$ cat src/rtl/st7789_pkg.sv
// st7789_pkg: ST7789 command codes and decoder state for the panel-side receiver.
package st7789_pkg;

    localparam logic [7:0] CMD_SLPIN   = 8'h10;
    localparam logic [7:0] CMD_SLPOUT  = 8'h11;
    localparam logic [7:0] CMD_DISPOFF = 8'h28;
    localparam logic [7:0] CMD_DISPON  = 8'h29;
    localparam logic [7:0] CMD_CASET   = 8'h2A;
    localparam logic [7:0] CMD_RASET   = 8'h2B;
    localparam logic [7:0] CMD_RAMWR   = 8'h2C;

    typedef enum logic [2:0] {
        S_IDLE,
        S_CASET,
        S_RASET,
        S_RAMWR,
        S_SKIP
    } dec_state_t;

    // Power/display commands carry no parameters and return the decoder to IDLE.
    function automatic logic is_ctrl_cmd(input logic [7:0] b);
        return b inside {CMD_SLPIN, CMD_SLPOUT, CMD_DISPOFF, CMD_DISPON};
    endfunction

endpackage

$ cat src/rtl/st7789_rx_if.sv
// st7789_rx_if: ST7789 4-wire serial pins plus the decoded command/pixel outputs of the panel model.
interface st7789_rx_if #(
    parameter int WIDTH   = 320,
    parameter int HEIGHT  = 240,
    parameter int RGBSIZE = 16
);
    logic                      i_cs;
    logic                      i_scl;
    logic                      i_sda;
    logic                      i_rs;
    logic                      o_cmd_valid;
    logic [7:0]                o_cmd_byte;
    logic                      o_pix_valid;
    logic [$clog2(WIDTH)-1:0]  o_pix_x;
    logic [$clog2(HEIGHT)-1:0] o_pix_y;
    logic [RGBSIZE-1:0]        o_pix_rgb;
    logic                      o_frame_start;
    logic                      o_frame_done;
    logic                      o_byte_abort;
    logic                      o_sleeping;
    logic                      o_display_on;

    modport master (
        output i_cs, i_scl, i_sda, i_rs,
        input  o_cmd_valid, o_cmd_byte, o_pix_valid, o_pix_x, o_pix_y, o_pix_rgb,
        input  o_frame_start, o_frame_done, o_byte_abort, o_sleeping, o_display_on
    );

    modport slave (
        input  i_cs, i_scl, i_sda, i_rs,
        output o_cmd_valid, o_cmd_byte, o_pix_valid, o_pix_x, o_pix_y, o_pix_rgb,
        output o_frame_start, o_frame_done, o_byte_abort, o_sleeping, o_display_on
    );
endinterface

$ cat src/rtl/st7789_rx_spi_byte_rx.sv
// spi_byte_rx: synchronizes the asynchronous serial pins and deserializes MSB-first mode-0 bytes.
module spi_byte_rx (
    input  logic       clk,
    input  logic       reset,
    input  logic       i_cs,
    input  logic       i_scl,
    input  logic       i_sda,
    input  logic       i_rs,
    output logic       o_byte_rdy,
    output logic [7:0] o_byte,
    output logic       o_byte_rs,
    output logic       o_byte_abort
);
    logic [1:0] r_cs_s;
    logic [1:0] r_scl_s;
    logic [1:0] r_sda_s;
    logic [1:0] r_rs_s;
    logic       r_scl_d;
    logic [6:0] r_shift;
    logic [2:0] r_cnt;
    logic       w_rise;

    // sda/rs share the scl synchronizer depth, so they stay aligned with the detected edge
    assign w_rise = r_scl_s[1] & ~r_scl_d;

    always_ff @(posedge clk) begin
        if (reset) begin
            r_cs_s       <= 2'b11;
            r_scl_s      <= 2'b00;
            r_sda_s      <= 2'b00;
            r_rs_s       <= 2'b00;
            r_scl_d      <= 1'b0;
            r_shift      <= '0;
            r_cnt        <= '0;
            o_byte_rdy   <= 1'b0;
            o_byte       <= '0;
            o_byte_rs    <= 1'b0;
            o_byte_abort <= 1'b0;
        end else begin
            r_cs_s       <= {r_cs_s[0], i_cs};
            r_scl_s      <= {r_scl_s[0], i_scl};
            r_sda_s      <= {r_sda_s[0], i_sda};
            r_rs_s       <= {r_rs_s[0], i_rs};
            r_scl_d      <= r_scl_s[1];
            o_byte_rdy   <= 1'b0;
            o_byte_abort <= 1'b0;
            if (r_cs_s[1]) begin
                r_cnt        <= '0;
                o_byte_abort <= r_cnt != 3'd0;
            end else if (w_rise) begin
                r_shift <= {r_shift[5:0], r_sda_s[1]};
                r_cnt   <= r_cnt + 3'd1;
                if (r_cnt == 3'd7) begin
                    o_byte     <= {r_shift, r_sda_s[1]};
                    o_byte_rs  <= r_rs_s[1];
                    o_byte_rdy <= 1'b1;
                end
            end
        end
    end

endmodule

$ cat src/rtl/st7789_rx.sv
// st7789_rx: ST7789 panel model; decodes the serial command stream and turns RAMWR data
// into addressed RGB565 pixel writes inside the CASET/RASET window.
module st7789_rx
    import st7789_pkg::*;
#(
    parameter int WIDTH   = 320,
    parameter int HEIGHT  = 240,
    parameter int RGBSIZE = 16
) (
    input logic        clk,
    input logic        reset,
    st7789_rx_if.slave bus
);
    localparam int XW = $clog2(WIDTH);
    localparam int YW = $clog2(HEIGHT);
    localparam logic [15:0] W16 = 16'(WIDTH);
    localparam logic [15:0] H16 = 16'(HEIGHT);

    logic               w_rdy;
    logic [7:0]         w_byte;
    logic               w_rs;
    logic               w_abort;
    logic               w_cmd;
    logic               w_dat;
    logic               w_pix;
    logic               w_last_x;
    logic               w_last_y;
    logic [15:0]        w_win_end;
    logic               w_win_ok;
    dec_state_t         r_state;
    dec_state_t         w_state_nxt;
    logic [1:0]         r_idx;
    logic               r_phase;
    logic [7:0]         r_hi;
    logic [15:0]        r_pa;
    logic [7:0]         r_pb_hi;
    logic [XW-1:0]      r_xs;
    logic [XW-1:0]      r_xe;
    logic [XW-1:0]      r_x;
    logic [YW-1:0]      r_ys;
    logic [YW-1:0]      r_ye;
    logic [YW-1:0]      r_y;
    logic               r_cmd_valid;
    logic [7:0]         r_cmd_byte;
    logic               r_pix_valid;
    logic [XW-1:0]      r_pix_x;
    logic [YW-1:0]      r_pix_y;
    logic [RGBSIZE-1:0] r_pix_rgb;
    logic               r_frame_start;
    logic               r_frame_done;
    logic               r_sleeping;
    logic               r_display_on;

    spi_byte_rx u_rx (
        .clk         (clk),
        .reset       (reset),
        .i_cs        (bus.i_cs),
        .i_scl       (bus.i_scl),
        .i_sda       (bus.i_sda),
        .i_rs        (bus.i_rs),
        .o_byte_rdy  (w_rdy),
        .o_byte      (w_byte),
        .o_byte_rs   (w_rs),
        .o_byte_abort(w_abort)
    );

    always_comb begin
        w_state_nxt = r_state;
        w_cmd       = w_rdy & ~w_rs;
        w_dat       = w_rdy & w_rs;
        w_pix       = w_dat && r_state == S_RAMWR && r_phase;
        w_last_x    = r_x == r_xe;
        w_last_y    = r_y == r_ye;
        w_win_end   = {r_pb_hi, w_byte};
        w_win_ok    = r_pa <= w_win_end && w_win_end < (r_state == S_CASET ? W16 : H16);
        if (w_cmd)
            w_state_nxt = w_byte == CMD_CASET ? S_CASET :
                          w_byte == CMD_RASET ? S_RASET :
                          w_byte == CMD_RAMWR ? S_RAMWR :
                          is_ctrl_cmd(w_byte) ? S_IDLE : S_SKIP;
        else if (w_dat && (r_state == S_CASET || r_state == S_RASET) && r_idx == 2'd3)
            w_state_nxt = S_IDLE;
    end

    always_ff @(posedge clk) begin
        if (reset) r_state <= S_IDLE;
        else       r_state <= w_state_nxt;
    end

    always_ff @(posedge clk) begin
        if (reset) begin
            r_idx         <= '0;
            r_phase       <= 1'b0;
            r_hi          <= '0;
            r_pa          <= '0;
            r_pb_hi       <= '0;
            r_xs          <= '0;
            r_xe          <= XW'(WIDTH - 1);
            r_ys          <= '0;
            r_ye          <= YW'(HEIGHT - 1);
            r_x           <= '0;
            r_y           <= '0;
            r_cmd_valid   <= 1'b0;
            r_cmd_byte    <= '0;
            r_pix_valid   <= 1'b0;
            r_pix_x       <= '0;
            r_pix_y       <= '0;
            r_pix_rgb     <= '0;
            r_frame_start <= 1'b0;
            r_frame_done  <= 1'b0;
            r_sleeping    <= 1'b1;
            r_display_on  <= 1'b0;
        end else begin
            r_cmd_valid   <= w_cmd;
            r_frame_start <= w_cmd && w_byte == CMD_RAMWR;
            r_pix_valid   <= w_pix;
            r_frame_done  <= w_pix && w_last_x && w_last_y;
            if (w_cmd) begin
                // any command also drops a pending half-pixel by clearing the phase
                r_cmd_byte   <= w_byte;
                r_idx        <= '0;
                r_phase      <= 1'b0;
                r_x          <= r_xs;
                r_y          <= r_ys;
                r_sleeping   <= w_byte == CMD_SLPOUT ? 1'b0 : w_byte == CMD_SLPIN ? 1'b1 : r_sleeping;
                r_display_on <= w_byte == CMD_DISPON ? 1'b1 : w_byte == CMD_DISPOFF ? 1'b0 : r_display_on;
            end else if (w_dat) begin
                r_idx <= r_idx + 2'd1;
                if (r_idx == 2'd0) r_pa[15:8] <= w_byte;
                if (r_idx == 2'd1) r_pa[7:0] <= w_byte;
                if (r_idx == 2'd2) r_pb_hi <= w_byte;
                if (r_state == S_CASET && r_idx == 2'd3 && w_win_ok) begin
                    r_xs <= r_pa[XW-1:0];
                    r_xe <= w_win_end[XW-1:0];
                end
                if (r_state == S_RASET && r_idx == 2'd3 && w_win_ok) begin
                    r_ys <= r_pa[YW-1:0];
                    r_ye <= w_win_end[YW-1:0];
                end
                if (r_state == S_RAMWR) begin
                    r_phase <= ~r_phase;
                    if (!r_phase) r_hi <= w_byte;
                    else begin
                        r_pix_x   <= r_x;
                        r_pix_y   <= r_y;
                        r_pix_rgb <= RGBSIZE'({r_hi, w_byte});
                        r_x       <= w_last_x ? r_xs : r_x + XW'(1);
                        if (w_last_x) r_y <= w_last_y ? r_ys : r_y + YW'(1);
                    end
                end
            end
        end
    end

    assign bus.o_cmd_valid   = r_cmd_valid;
    assign bus.o_cmd_byte    = r_cmd_byte;
    assign bus.o_pix_valid   = r_pix_valid;
    assign bus.o_pix_x       = r_pix_x;
    assign bus.o_pix_y       = r_pix_y;
    assign bus.o_pix_rgb     = r_pix_rgb;
    assign bus.o_frame_start = r_frame_start;
    assign bus.o_frame_done  = r_frame_done;
    assign bus.o_byte_abort  = w_abort;
    assign bus.o_sleeping    = r_sleeping;
    assign bus.o_display_on  = r_display_on;

endmodule

$ cat src/flat_wrapper.sv
// flat-port wrapper written by rule: the top's interface ports become plain ports
module st7789_rx_flat import st7789_pkg::*;
#(
    parameter int WIDTH   = 320,
    parameter int HEIGHT  = 240,
    parameter int RGBSIZE = 16
)
  (clk, reset, bus_i_cs, bus_i_scl, bus_i_sda, bus_i_rs, bus_o_cmd_valid, bus_o_cmd_byte, bus_o_pix_valid, bus_o_pix_x, bus_o_pix_y, bus_o_pix_rgb, bus_o_frame_start, bus_o_frame_done, bus_o_byte_abort, bus_o_sleeping, bus_o_display_on);
  st7789_rx_if #(.WIDTH(WIDTH), .HEIGHT(HEIGHT), .RGBSIZE(RGBSIZE)) bus_i ();
  input logic clk;
  input logic reset;
  input wire logic [$bits(bus_i.i_cs)-1:0] bus_i_cs;
  input wire logic [$bits(bus_i.i_scl)-1:0] bus_i_scl;
  input wire logic [$bits(bus_i.i_sda)-1:0] bus_i_sda;
  input wire logic [$bits(bus_i.i_rs)-1:0] bus_i_rs;
  output wire logic [$bits(bus_i.o_cmd_valid)-1:0] bus_o_cmd_valid;
  output wire logic [$bits(bus_i.o_cmd_byte)-1:0] bus_o_cmd_byte;
  output wire logic [$bits(bus_i.o_pix_valid)-1:0] bus_o_pix_valid;
  output wire logic [$bits(bus_i.o_pix_x)-1:0] bus_o_pix_x;
  output wire logic [$bits(bus_i.o_pix_y)-1:0] bus_o_pix_y;
  output wire logic [$bits(bus_i.o_pix_rgb)-1:0] bus_o_pix_rgb;
  output wire logic [$bits(bus_i.o_frame_start)-1:0] bus_o_frame_start;
  output wire logic [$bits(bus_i.o_frame_done)-1:0] bus_o_frame_done;
  output wire logic [$bits(bus_i.o_byte_abort)-1:0] bus_o_byte_abort;
  output wire logic [$bits(bus_i.o_sleeping)-1:0] bus_o_sleeping;
  output wire logic [$bits(bus_i.o_display_on)-1:0] bus_o_display_on;
  assign bus_i.i_cs = bus_i_cs;
  assign bus_i.i_scl = bus_i_scl;
  assign bus_i.i_sda = bus_i_sda;
  assign bus_i.i_rs = bus_i_rs;
  assign bus_o_cmd_valid = bus_i.o_cmd_valid;
  assign bus_o_cmd_byte = bus_i.o_cmd_byte;
  assign bus_o_pix_valid = bus_i.o_pix_valid;
  assign bus_o_pix_x = bus_i.o_pix_x;
  assign bus_o_pix_y = bus_i.o_pix_y;
  assign bus_o_pix_rgb = bus_i.o_pix_rgb;
  assign bus_o_frame_start = bus_i.o_frame_start;
  assign bus_o_frame_done = bus_i.o_frame_done;
  assign bus_o_byte_abort = bus_i.o_byte_abort;
  assign bus_o_sleeping = bus_i.o_sleeping;
  assign bus_o_display_on = bus_i.o_display_on;
  st7789_rx #(.WIDTH(WIDTH), .HEIGHT(HEIGHT), .RGBSIZE(RGBSIZE)) u_core (.clk(clk), .reset(reset), .bus(bus_i));
endmodule
$ cat config.mk
export PLATFORM = sky130hd
export DESIGN_NAME = st7789_rx_flat
export DESIGN_NICKNAME = d
export VERILOG_FILES = /design/src/rtl/st7789_pkg.sv /design/src/rtl/st7789_rx_if.sv /design/src/rtl/st7789_rx_spi_byte_rx.sv /design/src/rtl/st7789_rx.sv /design/src/flat_wrapper.sv
export SDC_FILE = /design/constraint.sdc
export NUM_CORES = 1
export LEC_CHECK = 0
export BUFFER_PORTS_ARGS = -buffer_cell sky130_fd_sc_hd__buf_2
export CORE_MARGIN = 5
export CORE_UTILIZATION = 64
export CTS_BUF_LIST = sky130_fd_sc_hd__clkbuf_8 sky130_fd_sc_hd__clkbuf_16
export CTS_CLUSTER_DIAMETER = 200
export CTS_CLUSTER_SIZE = 10
export DETAILED_ROUTE_END_ITERATION = 7
export PLACE_DENSITY = 0.93
export SLEW_MARGIN = 25
export SYNTH_ARGS = -nofsm -noshare
export SYNTH_HDL_FRONTEND = slang
export SYNTH_SLANG_ARGS = --single-unit
$ cat constraint.sdc
create_clock -name clk -period 7 [get_ports clk]
set_clock_uncertainty 0.15 [all_clocks]
set_input_delay 0.35 -clock clk [delete_from_list [all_inputs] [get_ports clk]]
set_output_delay 0.35 -clock clk [all_outputs]
set_load 0.02 [all_outputs]
==> report_table.html, run 1 <==
<table>
<tr><th>Metric</th><th>Value</th></tr>
<tr><th colspan="2">Layout</th></tr>
<tr><td>Nets</td><td>924</td></tr>
<tr><td>Most frequent standard cell in the layout excluding fill and tap cells</td><td>sky130_fd_sc_hd__dfxtp_1</td></tr>
<tr><td>Filler cell count</td><td>roughly 770</td></tr>
<tr><td>Multi-input gate area</td><td>0.003585 mm²</td></tr>
<tr><td>Most used cells in the layout excluding fill and tap cells</td><td>166 x sky130_fd_sc_hd__dfxtp_1, 159 x sky130_fd_sc_hd__nand2_1, 116 x sky130_fd_sc_hd__a21oi_1</td></tr>
<tr><td>Sequential cell area</td><td>approximately 0.0033 mm²</td></tr>
<tr><td>Antenna diode count</td><td>0</td></tr>
<tr><td>Share of post-route cells with drive strength above 1</td><td>about an eighth</td></tr>
<tr><td>Count of non-filler cells in the finished layout</td><td>1,048</td></tr>
<tr><td>Synthesis-to-layout area growth</td><td>12.08%</td></tr>
<tr><th colspan="2">STA</th></tr>
<tr><td>RSZ-0062 raised after global routing</td><td>false</td></tr>
<tr><td>Final hold slack</td><td>287.8 ps</td></tr>
<tr><td>Number of pins exceeding their max-slew limit in the final report</td><td>0</td></tr>
<tr><td>Slew at the pin closest to its max-slew limit</td><td>995.4 ps</td></tr>
<tr><td>Total Negative Setup Slacks</td><td>0 ps</td></tr>
<tr><td>Period utilization</td><td>a little under half</td></tr>
<tr><td>Highest attainable clock frequency</td><td>311.9 MHz</td></tr>
<tr><td>Max transition margin</td><td>33.50%</td></tr>
<tr><td>Number of hold-slack violations in the final timing report</td><td>0</td></tr>
<tr><td>Final period demand of the worst path</td><td>3206 ps</td></tr>
<tr><td>Number of endpoints failing setup at the final stage</td><td>0</td></tr>
<tr><th colspan="2">Setup path</th></tr>
<tr><td>Worst EP arrival</td><td>roughly 3400 ps</td></tr>
<tr><td>Crit-path max FO</td><td>28</td></tr>
<tr><td>Worst path required time</td><td>7200 ps</td></tr>
<tr><td>Startpoint type of the worst setup path</td><td>flip-flop</td></tr>
<tr><td>Crit end category</td><td>flip-flop</td></tr>
<tr><td>Critical path type</td><td>reg2reg</td></tr>
<tr><th colspan="2">Power and ir drop</th></tr>
<tr><td>Pwr dens</td><td>233.9 mW/mm²</td></tr>
<tr><td>Worst supply voltage drop on vdd</td><td>0.2315 mV</td></tr>
<tr><td>Switching Power</td><td>about 0.39 mW</td></tr>
<tr><td>Fraction of power spent switching nets</td><td>between 20 and 25%</td></tr>
<tr><td>Proportion of power drawn by combinational gates</td><td>1.4%</td></tr>
<tr><td>Leakage power of the design</td><td>2.915 nW</td></tr>
<tr><td>Clock network fraction of design power</td><td>around half</td></tr>
<tr><td>Power share of the sequential group</td><td>49.8%</td></tr>
<tr><td>Int Pwr</td><td>roughly 1.5 mW</td></tr>
<tr><th colspan="2">Clock network</th></tr>
<tr><td>Number of sinks on the clock net</td><td>~170</td></tr>
<tr><td>Clock root buffer</td><td>sky130_fd_sc_hd__clkbuf_16</td></tr>
<tr><td>Clock Tree Buf Depth</td><td>2</td></tr>
<tr><td>Total setup buffers inserted after CTS</td><td>0</td></tr>
<tr><td>CTS tree</td><td>yes</td></tr>
<tr><td>Number of gates resized after cts</td><td>0</td></tr>
<tr><td>Number of clock buffers inserted by TritonCTS</td><td>17</td></tr>
<tr><td>Total number of H-tree levels</td><td>4</td></tr>
<tr><td>Cts hold-fix bufs</td><td>4</td></tr>
<tr><td>Worst-skew pair later-pin latency</td><td>about 430 ps</td></tr>
<tr><td>Clk slew on worst S/H paths</td><td>60 ps</td></tr>
<tr><th colspan="2">Drt</th></tr>
<tr><td>Post-DR vias/cell</td><td>6.062</td></tr>
<tr><td>Total wirelength of the detailed-routed design</td><td>17,770 µm</td></tr>
<tr><td>Initial drt markers</td><td>655</td></tr>
<tr><td>Drc violations</td><td>0</td></tr>
<tr><td>Routed wire per std cell</td><td>16.95 µm</td></tr>
<tr><td>Count of vias placed by the detailed router</td><td>6,353</td></tr>
<tr><td>Pre-antenna DRT Iters</td><td>5</td></tr>
<tr><td>Final antenna-violating net count</td><td>0</td></tr>
<tr><th colspan="2">Yosys</th></tr>
<tr><td>Post-synthesis async set-or-reset flop share</td><td>0%</td></tr>
<tr><td>EDFF count, synth</td><td>0</td></tr>
<tr><td>Distinct cell type count of the synthesized netlist</td><td>50</td></tr>
<tr><td>Most frequently used flop master after synthesis</td><td>sky130_fd_sc_hd__dfxtp_1</td></tr>
<tr><td>Cell area after technology mapping</td><td>about 0.0073 mm²</td></tr>
<tr><td>Cells after synthesis</td><td>870</td></tr>
<tr><td>Syn nets</td><td>902</td></tr>
<tr><td>Number of register bits inferred by synthesis</td><td>around 170</td></tr>
<tr><td>Synthesized area per cell</td><td>8.359 µm²</td></tr>
<tr><td>Sequential cell area fraction in the yosys report</td><td>45.70%</td></tr>
<tr><td>Count of warnings emitted by yosys</td><td>0</td></tr>
<tr><th colspan="2">Place</th></tr>
<tr><td>Number of buffers inserted by port buffering</td><td>53</td></tr>
<tr><td>Placer Congestion</td><td>0.9000</td></tr>
<tr><td>Sum of net half-perimeters after detailed placement</td><td>11,310 µm</td></tr>
<tr><td>Number of instances in the placed design</td><td>1,012</td></tr>
<tr><th colspan="2">Run</th></tr>
<tr><td>Number of maximum-capacitance violations</td><td>0</td></tr>
<tr><th colspan="2">Floorplanning</th></tr>
<tr><td>Starting density of the core</td><td>64.51%</td></tr>
<tr><td>Io pins</td><td>54</td></tr>
<tr><td>Area enclosed by the die boundary</td><td>~0.014 mm²</td></tr>
<tr><td>Floorplan die height</td><td>116.6 µm</td></tr>
<tr><td>Die span in x</td><td>116.6 µm</td></tr>
<tr><td>Cell row count</td><td>39</td></tr>
<tr><td>Core region area</td><td>about 0.011 mm²</td></tr>
<tr><th colspan="2">Run status</th></tr>
<tr><td>Status</td><td>finished clean</td></tr>
<tr><th colspan="2">Hold path</th></tr>
<tr><td>Worst min-delay path class</td><td>reg2reg</td></tr>
<tr><th colspan="2">GRT</th></tr>
<tr><td>Via count of the first global-routing pass</td><td>between 6,000 and 7,000</td></tr>
<tr><td>Initial antenna violation count</td><td>0</td></tr>
<tr><td>Maximum number of pins on one net before global-route repair</td><td>98</td></tr>
<tr><td>Global route overflow</td><td>0</td></tr>
<tr><td>Total routing usage reported by global routing</td><td>27.58%</td></tr>
<tr><td>Global-route wire length before repair</td><td>between 20,000 and 30,000 µm</td></tr>
</table>
==> Yosys cell counts (all sizes together) (2+ instances only) <==
master | count | area share [%]
dfxtp | 166 | 46
nand2 | 159 | 8.2
a21oi | 120 | 8.5
nor2 | 72 | 3.9
clkbuf | 40 | 2.1
nand3 | 37 | 2.5
mux2i | 36 | 5.0
o21ai | 30 | 2.1
ha | 26 | 4.5
nand4 | 26 | 2.2
inv | 24 | 1.2
buf | 23 | 1.7
xor2 | 19 | 2.3
nor2b | 14 | 1.2
a211oi | 9 | 1.2
nor3 | 8 | 0.55
nor4 | 8 | 0.86
mux2 | 6 | 0.93
nand2b | 6 | 0.52
and2 | 5 | 0.43
a31oi | 4 | 0.55
or2 | 4 | 0.34
xnor2 | 4 | 0.48
nand3b | 3 | 0.31
nor3b | 3 | 0.31
o32ai | 3 | 0.67
a21boi | 2 | 0.21
nor4b | 2 | 0.24
==> final cells by class <==
class                      instances  share of cell area [%]
sequential                       166                   40.77
inverter                          24                   1.105
timing repair buffer              66                   4.605
tap                              143                   2.195
multi-input combinational        617                   43.98
clock inverter                    10                   1.274
clock buffer                      22                   6.064
==> power groups by stage <==
stage	sequential [mW]	combinational (mW)	clock [mW]
floorplan	0.969	0.0206	0
global placement	0.970	0.0240	0
detailed placement	0.971	0.0241	0
CTS	0.950	0.0257	0.938
global route	0.950	0.0288	0.983
finish	0.950	0.0264	0.930
==> logic make-up (layout without fill, tap and decap cells) <==
family          Yosys count  in the layout  share of synthesized area (%)
fa+ha+maj                26             26                          4.473
buf+inv                  87            122                          5.007
mux                      42             42                          5.884
flops                   166            166                          45.70
compound gates          178            178                          14.37
simple gates            348            348                          21.80
xor+xnor                 23             23                          2.770
==> path summary, 6_finish.rpt <==
kind                                                         from                               end  slack, ps  cells past startpoint
worst max-delay path            u_core.u_rx.o_byte_rdy$_SDFF_PP0_       u_core.r_xe[4]$_SDFFE_PP1P_       3790                      7
worst min-delay path             u_core.u_rx.r_cs_s[0]$_SDFF_PP1_  u_core.u_rx.r_cs_s[1]$_SDFF_PP1_        290                      1
worst max register to register  u_core.u_rx.o_byte_rdy$_SDFF_PP0_       u_core.r_xe[4]$_SDFFE_PP1P_       3790                      7
worst min register to register   u_core.u_rx.r_cs_s[0]$_SDFF_PP1_  u_core.u_rx.r_cs_s[1]$_SDFF_PP1_        290                      1
==> worst max-delay path, stage by stage (launching register included) <==
cell	delay, ps
sky130_fd_sc_hd__dfxtp_1	590
sky130_fd_sc_hd__and2_1	840
sky130_fd_sc_hd__nand3_1	260
sky130_fd_sc_hd__nor2_1	160
sky130_fd_sc_hd__buf_4	240
sky130_fd_sc_hd__nand2_1	280
sky130_fd_sc_hd__nor2_4	320
sky130_fd_sc_hd__mux2i_1	260
==> routing by layer <==
metal,routed length [µm],GRT usage (%)
met1,7372,34.20
met2,8134,44.09
met5,0,0
met3,1505,7.358
met4,756,14.45
==> stage by stage <==
step | power [mW] | util, % | area (µm²) | worst slack (ps)
global route | 1.961 | 72.31 | 8150 | 3566
detailed placement | 0.9946 | 66.64 | 7512 | 3975
finish | 1.906 | 72.31 | 8150 | 3794
global placement | 0.9943 | 66.64 | 7512 | 4062
CTS | 1.913 | 72.31 | 8150 | 3874
floorplan | 0.9897 | - | 7272 | 4447
==> registers in the layout, summed over array words and instances (netlist names), 3 cells and up <==
register,count
u_core.r_state,3
u_core.r_ye,8
u_core.u_rx.r_shift,7
u_core.u_rx.o_byte,8
u_core.bus.o_pix_rgb,16
u_core.r_xs,9
u_core.r_xe,9
u_core.r_x,9
u_core.r_pb_hi,8
u_core.bus.o_cmd_byte,8
u_core.r_pa,16
u_core.bus.o_pix_y,8
u_core.r_y,8
u_core.u_rx.r_cnt,3
u_core.r_hi,8
u_core.r_ys,8
u_core.bus.o_pix_x,9
(Power assumes the default switching activity.)
==> run 2, diff against run 1 <==
--- a/config.mk
+++ b/config.mk
@@ -7,12 +7,12 @@
 export LEC_CHECK = 0
 export BUFFER_PORTS_ARGS = -buffer_cell sky130_fd_sc_hd__buf_2
 export CORE_MARGIN = 5
-export CORE_UTILIZATION = 64
+export CORE_UTILIZATION = 54
 export CTS_BUF_LIST = sky130_fd_sc_hd__clkbuf_8 sky130_fd_sc_hd__clkbuf_16
 export CTS_CLUSTER_DIAMETER = 200
 export CTS_CLUSTER_SIZE = 10
 export DETAILED_ROUTE_END_ITERATION = 7
-export PLACE_DENSITY = 0.93
+export PLACE_DENSITY = 0.85
 export SLEW_MARGIN = 25
 export SYNTH_ARGS = -nofsm -noshare
 export SYNTH_HDL_FRONTEND = slang
==> constraint.sdc (replaced) <==
create_clock -name clk -period 2.93 [get_ports clk]
set_clock_uncertainty 0.15 [all_clocks]
set_input_delay 0.1465 -clock clk [delete_from_list [all_inputs] [get_ports clk]]
set_output_delay 0.1465 -clock clk [all_outputs]
set_load 0.02 [all_outputs]
==> run 2 against run 1 <==
Register-to-register slack got worse by 3500 ps; hold slack got worse by 200 ps; via count decreased by 0.65%; global-route usage decreased by 5.5 points; sequential share of layout area decreased by 1.1 points; die area increased by 17%; core utilization decreased by 9.0 points; largest power group is now clock.
==> report_table.html, run 2 (same netlist as run 1, synthesis figures left out) <==
<table>
<tr><th>Metric</th><th>Value</th></tr>
<tr><th colspan="2">Clock network</th></tr>
<tr><td>Total number of H-tree levels</td><td>4 (unchanged)</td></tr>
<tr><td>Clock Tree Buf Depth</td><td>2 (unchanged)</td></tr>
<tr><td>Worst-skew pair later-pin latency</td><td>440 ps (about the same)</td></tr>
<tr><td>CTS tree</td><td>yes</td></tr>
<tr><td>Number of gates resized after cts</td><td>0 (unchanged)</td></tr>
<tr><td>Clk slew on worst S/H paths</td><td>60 ps (about the same)</td></tr>
<tr><td>Number of clock buffers inserted by TritonCTS</td><td>17 (unchanged)</td></tr>
<tr><td>Number of sinks on the clock net</td><td>166 (unchanged)</td></tr>
<tr><td>Clock root buffer</td><td>sky130_fd_sc_hd__clkbuf_16</td></tr>
<tr><td>Total setup buffers inserted after CTS</td><td>0 (unchanged)</td></tr>
<tr><th colspan="2">GRT</th></tr>
<tr><td>Global route overflow</td><td>0 (unchanged)</td></tr>
<tr><td>Via count of the first global-routing pass</td><td>5,715 (-5.3%)</td></tr>
<tr><td>Maximum number of pins on one net before global-route repair</td><td>61 (-38%)</td></tr>
<tr><td>Global-route wire length before repair</td><td>28,400 µm (-3.8%)</td></tr>
<tr><td>Total routing usage reported by global routing</td><td>22.08% (-5.5 points)</td></tr>
<tr><td>Initial antenna violation count</td><td>0 (unchanged)</td></tr>
<tr><th colspan="2">STA</th></tr>
<tr><td>Total Negative Setup Slacks</td><td>0 ps (unchanged)</td></tr>
<tr><td>Slew at the pin closest to its max-slew limit</td><td>626.8 ps (-368.6 ps)</td></tr>
<tr><td>Number of pins exceeding their max-slew limit in the final report</td><td>0 (unchanged)</td></tr>
<tr><td>Setup slack after layout</td><td>272.8 ps (-3521 ps)</td></tr>
<tr><td>Number of hold-slack violations in the final timing report</td><td>0 (unchanged)</td></tr>
<tr><td>Period utilization</td><td>90.69% (+45 points)</td></tr>
<tr><td>Final period demand of the worst path</td><td>2657 ps (-548.9 ps)</td></tr>
<tr><td>Final hold slack</td><td>84.33 ps (-203.5 ps)</td></tr>
<tr><td>Max transition margin</td><td>57.83% (+24 points)</td></tr>
<tr><td>RSZ-0062 raised after global routing</td><td>false</td></tr>
<tr><td>Highest attainable clock frequency</td><td>376.3 MHz (+21%)</td></tr>
<tr><td>Number of endpoints failing setup at the final stage</td><td>0 (unchanged)</td></tr>
<tr><th colspan="2">Layout</th></tr>
<tr><td>Final core occ</td><td>63.27% (-9.0 points)</td></tr>
<tr><td>Nets</td><td>941 (+1.8%)</td></tr>
<tr><td>Antenna diode count</td><td>0 (unchanged)</td></tr>
<tr><td>Most frequent standard cell in the layout excluding fill and tap cells</td><td>sky130_fd_sc_hd__dfxtp_1</td></tr>
<tr><td>Synthesis-to-layout area growth</td><td>15.21%</td></tr>
<tr><td>Share of post-route cells with drive strength above 1</td><td>14.64% (+1.7 points)</td></tr>
<tr><td>Most used cells in the layout excluding fill and tap cells</td><td>166 x sky130_fd_sc_hd__dfxtp_1, 159 x sky130_fd_sc_hd__nand2_1, 116 x sky130_fd_sc_hd__a21oi_1</td></tr>
<tr><th colspan="2">Run</th></tr>
<tr><td>Number of maximum-capacitance violations</td><td>0 (unchanged)</td></tr>
<tr><th colspan="2">Setup path</th></tr>
<tr><td>Reg2reg setup slack</td><td>270 ps (-3520 ps)</td></tr>
<tr><td>Worst EP arrival</td><td>2870 ps (-530 ps)</td></tr>
<tr><td>Startpoint type of the worst setup path</td><td>flip-flop</td></tr>
<tr><td>Crit end category</td><td>flip-flop</td></tr>
<tr><td>Worst path required time</td><td>3140 ps (-4060 ps)</td></tr>
<tr><td>Origin of the critical flop-to-flop path</td><td>u_core.u_rx.o_byte[7]$_SDFFE_PP0P_</td></tr>
<tr><td>Critical path type</td><td>reg2reg</td></tr>
<tr><td>Critical Path Source</td><td>u_core.u_rx.o_byte[7]$_SDFFE_PP0P_</td></tr>
<tr><td>Crit-path max FO</td><td>21 (-25%)</td></tr>
<tr><th colspan="2">Floorplanning</th></tr>
<tr><td>Area enclosed by the die boundary</td><td>0.01589 mm² (+17%)</td></tr>
<tr><td>Die span in x</td><td>126.0 µm (+8.1%)</td></tr>
<tr><td>Io pins</td><td>54 (unchanged)</td></tr>
<tr><td>Cell row count</td><td>42 (+7.7%)</td></tr>
<tr><td>Starting density of the core</td><td>54.91% (-9.6 points)</td></tr>
<tr><td>Floorplan die height</td><td>126.0 µm (+8.1%)</td></tr>
<tr><td>Core region area</td><td>0.01324 mm² (+17%)</td></tr>
<tr><th colspan="2">Place</th></tr>
<tr><td>Placer Congestion</td><td>0.9199 (+2.2%)</td></tr>
<tr><td>Pre-CTS worst setup slack</td><td>329.8 ps (-3645 ps)</td></tr>
<tr><td>Sum of net half-perimeters after detailed placement</td><td>11,580 µm (+2.3%)</td></tr>
<tr><td>Number of buffers inserted by port buffering</td><td>53 (unchanged)</td></tr>
<tr><th colspan="2">Hold path</th></tr>
<tr><td>Worst min-delay path class</td><td>in2reg</td></tr>
<tr><td>Startpoint of the tightest hold check path</td><td>reset</td></tr>
<tr><th colspan="2">Power and ir drop</th></tr>
<tr><td>Worst supply voltage drop on vdd</td><td>0.3697 mV (+60%)</td></tr>
<tr><td>Leakage power of the design</td><td>3.025 nW (+3.8%)</td></tr>
<tr><td>Pwr dens</td><td>562.4 mW/mm² (+140%)</td></tr>
<tr><td>Overall power of the completed layout</td><td>4.712 mW (+150%)</td></tr>
<tr><th colspan="2">Drt</th></tr>
<tr><td>Post-DR vias/cell</td><td>5.749 (-5.2%)</td></tr>
<tr><td>Pre-antenna DRT Iters</td><td>4 (-1)</td></tr>
<tr><td>Drc violations</td><td>0 (unchanged)</td></tr>
<tr><td>Total wirelength of the detailed-routed design</td><td>17,820 µm (+0.27%)</td></tr>
<tr><td>Routed wire per std cell</td><td>16.23 µm (-4.3%)</td></tr>
<tr><td>Count of vias placed by the detailed router</td><td>6,312 (-0.65%)</td></tr>
<tr><td>Initial drt markers</td><td>512 (-22%)</td></tr>
<tr><td>Final antenna-violating net count</td><td>0 (unchanged)</td></tr>
<tr><th colspan="2">Run status</th></tr>
<tr><td>Status</td><td>finished clean</td></tr>
</table>
[run 2: area by class of cell]
cell class,count,area (µm²)
Tap cell,176,220.2
Clock buffer,19,452.9
Timing Repair Buffer,83,528.0
Fill cell,1138,4865
Sequential cell,166,3323
Clock inverter,13,178.9
Multi-Input combinational cell,617,3585
Inverter,24,90.09
[run 2: final timing paths]
check	end	cells after the start
setup / recovery	u_core.r_xe[1]$_SDFFE_PP1P_	8
hold / removal	u_core.bus.o_pix_x[6]$_SDFFE_PP0P_	2
setup reg to reg	u_core.r_xe[1]$_SDFFE_PP1P_	8
hold reg to reg	u_core.u_rx.r_cs_s[1]$_SDFF_PP1_	1
[run 2: report_power, final]
group / internal (mW) / total, mW / switching (mW)
logic: 0.0216 / 0.0688 / 0.0472
registers: 2.26 / 2.27 / 0.00458
clock network: 1.47 / 2.37 / 0.908
[run 2: per-layer routing]
metal	up-vias	GRT usage, %	share of wire, %
met4	0	10.98	3.4
met1	2990	28.32	43
li1	3047	-	-
met2	234	34.99	46
met3	41	5.123	6.7
met5	-	0	0
[run 2: worst max-delay path: stages (launching register included)]
cell	delay (ps)
sky130_fd_sc_hd__dfxtp_1	610
sky130_fd_sc_hd__inv_1	170
sky130_fd_sc_hd__ha_1	360
sky130_fd_sc_hd__nand4_1	130
sky130_fd_sc_hd__nor4_2	380
sky130_fd_sc_hd__a31oi_4	50
sky130_fd_sc_hd__buf_4	220
sky130_fd_sc_hd__nor2_4	270
sky130_fd_sc_hd__mux2i_1	230
[run 2: what timing repair did]
action	4_1_cts	5_1_grt
setup endpoints to repair	0	0
hold buffers	4	0
endpoints found under the hold margin	4	0
[run 2: through the flow]
stage	cells	instance area (µm²)
finish	1098	8378
global route	1098	8378
floorplan	870	7272
CTS	1098	8378
global placement	1062	7706
detailed placement	1062	7706
==> run 3, diff against run 2 <==
--- a/config.mk
+++ b/config.mk
@@ -5,6 +5,7 @@
 export SDC_FILE = /design/constraint.sdc
 export NUM_CORES = 1
 export LEC_CHECK = 0
+export ABC_AREA = 1
 export BUFFER_PORTS_ARGS = -buffer_cell sky130_fd_sc_hd__buf_2
 export CORE_MARGIN = 5
 export CORE_UTILIZATION = 54
==> run 3 against run 2 <==
Setup slack got worse by 5.7 ps; wire length decreased by 1.8%; sequential share of layout area is 0.38 points higher; critical path depth grew 4; largest cell class is now flip-flops and latches.
==> report_table.html, run 3 <==
<table>
<tr><th>Metric</th><th>Value</th></tr>
<tr><th colspan="2">Clock network</th></tr>
<tr><td>Worst-skew pair later-pin latency</td><td>430 ps (about the same)</td></tr>
<tr><td>Clk slew on worst S/H paths</td><td>60 ps (about the same)</td></tr>
<tr><td>Total setup buffers inserted after CTS</td><td>0 (unchanged)</td></tr>
<tr><td>Cts hold-fix bufs</td><td>6 (+2)</td></tr>
<tr><td>Number of clock buffers inserted by TritonCTS</td><td>17 (unchanged)</td></tr>
<tr><td>Number of gates resized after cts</td><td>0 (unchanged)</td></tr>
<tr><td>Clock Tree Buf Depth</td><td>2 (unchanged)</td></tr>
<tr><td>Number of sinks on the clock net</td><td>166 (unchanged)</td></tr>
<tr><td>Total number of H-tree levels</td><td>4 (unchanged)</td></tr>
<tr><td>Clock root buffer</td><td>sky130_fd_sc_hd__clkbuf_16</td></tr>
<tr><td>CTS tree</td><td>yes</td></tr>
<tr><th colspan="2">Hold path</th></tr>
<tr><td>Worst min-delay path class</td><td>reg2reg</td></tr>
<tr><th colspan="2">Drt</th></tr>
<tr><td>Final antenna-violating net count</td><td>0 (unchanged)</td></tr>
<tr><td>Post-DR vias/cell</td><td>5.465 (-4.9%)</td></tr>
<tr><td>Drc violations</td><td>0 (unchanged)</td></tr>
<tr><td>Routed wire per std cell</td><td>14.65 µm (-9.7%)</td></tr>
<tr><td>Total wirelength of the detailed-routed design</td><td>17,490 µm (-1.8%)</td></tr>
<tr><td>Pre-antenna DRT Iters</td><td>6 (+2)</td></tr>
<tr><td>Initial drt markers</td><td>646 (+26%)</td></tr>
<tr><td>Count of vias placed by the detailed router</td><td>6,525 (+3.4%)</td></tr>
<tr><th colspan="2">Setup path</th></tr>
<tr><td>Startpoint type of the worst setup path</td><td>flip-flop</td></tr>
<tr><td>Crit-path max FO</td><td>18 (-14%)</td></tr>
<tr><td>Critical path type</td><td>reg2reg</td></tr>
<tr><td>Worst path required time</td><td>3140 ps (about the same)</td></tr>
<tr><td>Crit end category</td><td>flip-flop</td></tr>
<tr><td>Worst EP arrival</td><td>2870 ps (about the same)</td></tr>
<tr><th colspan="2">Layout</th></tr>
<tr><td>Most frequent standard cell in the layout excluding fill and tap cells</td><td>sky130_fd_sc_hd__dfxtp_1</td></tr>
<tr><td>Antenna diode count</td><td>0 (unchanged)</td></tr>
<tr><td>Synthesis-to-layout area growth</td><td>14.56%</td></tr>
<tr><td>Nets</td><td>1,037 (+10%)</td></tr>
<tr><td>Filler cell count</td><td>1,086 (-4.6%)</td></tr>
<tr><td>Most used cells in the layout excluding fill and tap cells</td><td>166 x sky130_fd_sc_hd__dfxtp_1, 146 x sky130_fd_sc_hd__nand2_1, 116 x sky130_fd_sc_hd__inv_1</td></tr>
<tr><td>Share of post-route cells with drive strength above 1</td><td>13.26% (-1.4 points)</td></tr>
<tr><td>Multi-input gate area</td><td>0.003221 mm² (-10%)</td></tr>
<tr><td>Sequential cell area</td><td>0.003323 mm² (unchanged)</td></tr>
<tr><td>Count of non-filler cells in the finished layout</td><td>1,194 (+8.7%)</td></tr>
<tr><th colspan="2">STA</th></tr>
<tr><td>Setup slack after layout</td><td>267.1 ps (-5.730 ps)</td></tr>
<tr><td>Highest attainable clock frequency</td><td>375.5 MHz (-0.21%)</td></tr>
<tr><td>Slew at the pin closest to its max-slew limit</td><td>570.5 ps (-56.33 ps)</td></tr>
<tr><td>Number of pins exceeding their max-slew limit in the final report</td><td>0 (unchanged)</td></tr>
<tr><td>Number of hold-slack violations in the final timing report</td><td>0 (unchanged)</td></tr>
<tr><td>RSZ-0062 raised after global routing</td><td>false</td></tr>
<tr><td>Number of endpoints failing setup at the final stage</td><td>0 (unchanged)</td></tr>
<tr><td>Final period demand of the worst path</td><td>2663 ps (+5.730 ps)</td></tr>
<tr><td>Total Negative Setup Slacks</td><td>0 ps (unchanged)</td></tr>
<tr><td>Period utilization</td><td>90.88% (+0.20 points)</td></tr>
<tr><td>Final hold slack</td><td>252.0 ps (+167.7 ps)</td></tr>
<tr><td>Max transition margin</td><td>61.62% (+3.8 points)</td></tr>
<tr><th colspan="2">GRT</th></tr>
<tr><td>Maximum number of pins on one net before global-route repair</td><td>69 (+13%)</td></tr>
<tr><td>Global route overflow</td><td>0 (unchanged)</td></tr>
<tr><td>Initial antenna violation count</td><td>0 (unchanged)</td></tr>
<tr><td>Via count of the first global-routing pass</td><td>6,158 (+7.8%)</td></tr>
<tr><td>Global-route wire length before repair</td><td>28,790 µm (+1.4%)</td></tr>
<tr><td>Total routing usage reported by global routing</td><td>22.07% (about the same)</td></tr>
<tr><th colspan="2">Yosys</th></tr>
<tr><td>Distinct cell type count of the synthesized netlist</td><td>37 (-26%)</td></tr>
<tr><td>EDFF count, synth</td><td>0 (unchanged)</td></tr>
<tr><td>Syn nets</td><td>991 (+9.9%)</td></tr>
<tr><td>Synthesized area per cell</td><td>7.554 µm² (-9.6%)</td></tr>
<tr><td>Post-synthesis async set-or-reset flop share</td><td>0% (unchanged)</td></tr>
<tr><td>Most frequently used flop master after synthesis</td><td>sky130_fd_sc_hd__dfxtp_1</td></tr>
<tr><td>Most frequent cells after synthesis</td><td>166 x sky130_fd_sc_hd__dfxtp_1, 146 x sky130_fd_sc_hd__nand2_1, 115 x sky130_fd_sc_hd__inv_1, 107 x sky130_fd_sc_hd__o21ai_0, 98 x sky130_fd_sc_hd__a21oi_1</td></tr>
<tr><td>Sequential cell area fraction in the yosys report</td><td>45.87% (+0.17 points)</td></tr>
<tr><td>Most area-hungry cell type in the Yosys netlist</td><td>sky130_fd_sc_hd__dfxtp_1</td></tr>
<tr><td>Count of warnings emitted by yosys</td><td>0 (unchanged)</td></tr>
<tr><td>Top cells by area, synth</td><td>sky130_fd_sc_hd__dfxtp_1 46%, sky130_fd_sc_hd__nand2_1 7.6%, sky130_fd_sc_hd__o21ai_0 7.4%</td></tr>
<tr><td>Number of register bits inferred by synthesis</td><td>166 (unchanged)</td></tr>
<tr><td>Post-synth top area share</td><td>45.87% (+0.17 points)</td></tr>
<tr><td>Most repeated cell in the gate-level netlist after synthesis</td><td>sky130_fd_sc_hd__dfxtp_1</td></tr>
<tr><td>Cell area after technology mapping</td><td>0.007244 mm² (-0.38%)</td></tr>
<tr><td>Cells after synthesis</td><td>959 (+10%)</td></tr>
<tr><th colspan="2">Place</th></tr>
<tr><td>Number of instances in the placed design</td><td>1,156 (+8.9%)</td></tr>
<tr><td>Number of buffers inserted by port buffering</td><td>53 (unchanged)</td></tr>
<tr><td>Sum of net half-perimeters after detailed placement</td><td>11,780 µm (+1.8%)</td></tr>
<tr><td>Pre-CTS worst setup slack</td><td>332.6 ps (+2.834 ps)</td></tr>
<tr><td>Placer Congestion</td><td>0.9429 (+2.5%)</td></tr>
<tr><th colspan="2">Run</th></tr>
<tr><td>Number of maximum-capacitance violations</td><td>0 (unchanged)</td></tr>
<tr><th colspan="2">Power and ir drop</th></tr>
<tr><td>Pwr dens</td><td>542.4 mW/mm² (-3.6%)</td></tr>
<tr><td>Leakage power of the design</td><td>3.570 nW (+18%)</td></tr>
<tr><td>Worst supply voltage drop on vdd</td><td>0.3487 mV (-5.7%)</td></tr>
<tr><td>Overall power of the completed layout</td><td>4.501 mW (-4.5%)</td></tr>
<tr><th colspan="2">Floorplanning</th></tr>
<tr><td>Floorplan die height</td><td>125.8 µm (-0.17%)</td></tr>
<tr><td>Io pins</td><td>54 (unchanged)</td></tr>
<tr><td>Starting density of the core</td><td>54.92% (about the same)</td></tr>
<tr><td>Area enclosed by the die boundary</td><td>0.01583 mm² (-0.35%)</td></tr>
<tr><td>Die span in x</td><td>125.8 µm (-0.17%)</td></tr>
<tr><td>Core region area</td><td>0.01319 mm² (-0.40%)</td></tr>
<tr><td>Cell row count</td><td>42 (unchanged)</td></tr>
<tr><th colspan="2">Run status</th></tr>
<tr><td>Status</td><td>finished clean</td></tr>
</table>
==> run 3: cell types whose count changed after synthesis, moves of 14 or more <==
cell / delta
sky130_fd_sc_hd__inv_1: +91
sky130_fd_sc_hd__o21ai_0: +84
sky130_fd_sc_hd__mux2i_1: -36
sky130_fd_sc_hd__nor2_1: +22
sky130_fd_sc_hd__a21oi_1: -18
sky130_fd_sc_hd__nor2b_1: -14
==> run 3: logic make-up (layout without fill, tap and decap cells) <==
logic type,count (synthesis),count (layout),synth area share (%)
AOI/OAI and AO/OA,212,212,14.89
xor gates and xnor gates,22,22,2.660
adders and majority gates,26,26,4.490
buffers and inverters,178,237,9.741
DFF,166,166,45.87
and+or+nand+nor,355,355,22.35
==> run 3: power breakdown <==
| part | total, mW | switching, mW | internal (mW) |
|---|---|---|---|
| clock | 2.16 | 0.890 | 1.27 |
| combinational | 0.0784 | 0.0524 | 0.0259 |
| sequential | 2.27 | 0.00224 | 2.26 |
| total | 4.50 | 0.944 | 3.56 |
==> run 3: per-stage QoR <==
step | cell area, µm² | utilization [%]
after CTS | 8299 | 62.92
after global placement | 7665 | 58.11
after global routing | 8299 | 62.92
after detailed placement | 7665 | 58.11
after floorplan | 7244 | -
final | 8299 | 62.92
==> run 3: metal layers <==
metal,share of wire (%),up-vias,track usage (%)
li1,-,3211,-
met5,0,-,0
met4,3.6,0,10.60
met3,7.3,62,4.064
met1,41,3010,26.85
met2,48,242,37.76
==> run 3: cell type report <==
class | count | area share [%]
Sequential cell | 166 | 40.04
Multi-Input combinational cell | 615 | 38.81
Clock buffer | 18 | 5.292
Inverter | 126 | 5.699
Tap cell | 176 | 2.653
Clock inverter | 14 | 1.628
Timing Repair Buffer | 79 | 5.880
==> run 3: final timing paths <==
path / slack [ps] / cells past startpoint / endpoint / start
worst max register to register: 270 / 12 / u_core.r_xs[2]$_SDFFE_PP0P_ / u_core.u_rx.o_byte[7]$_SDFFE_PP0P_
worst max-delay path: 270 / 12 / u_core.r_xs[2]$_SDFFE_PP0P_ / u_core.u_rx.o_byte[7]$_SDFFE_PP0P_
worst min-delay path: 250 / 2 / u_core.u_rx.r_rs_s[1]$_SDFF_PP0_ / u_core.u_rx.r_rs_s[0]$_SDFF_PP0_
worst min register to register: 250 / 2 / u_core.u_rx.r_rs_s[1]$_SDFF_PP0_ / u_core.u_rx.r_rs_s[0]$_SDFF_PP0_
==> run 3: worst max-delay path: stages (launching register included) <==
cell                      delay (ps)
sky130_fd_sc_hd__dfxtp_1         580
sky130_fd_sc_hd__inv_1           250
sky130_fd_sc_hd__ha_1            370
sky130_fd_sc_hd__a21o_1          160
sky130_fd_sc_hd__nor2_1           90
sky130_fd_sc_hd__nand2_1          60
sky130_fd_sc_hd__nand2_1          50
sky130_fd_sc_hd__nand2_1          60
sky130_fd_sc_hd__nand2_2         260
sky130_fd_sc_hd__nand3_4         270
sky130_fd_sc_hd__nand2_1         120
sky130_fd_sc_hd__inv_1            50
sky130_fd_sc_hd__nor2_1          110
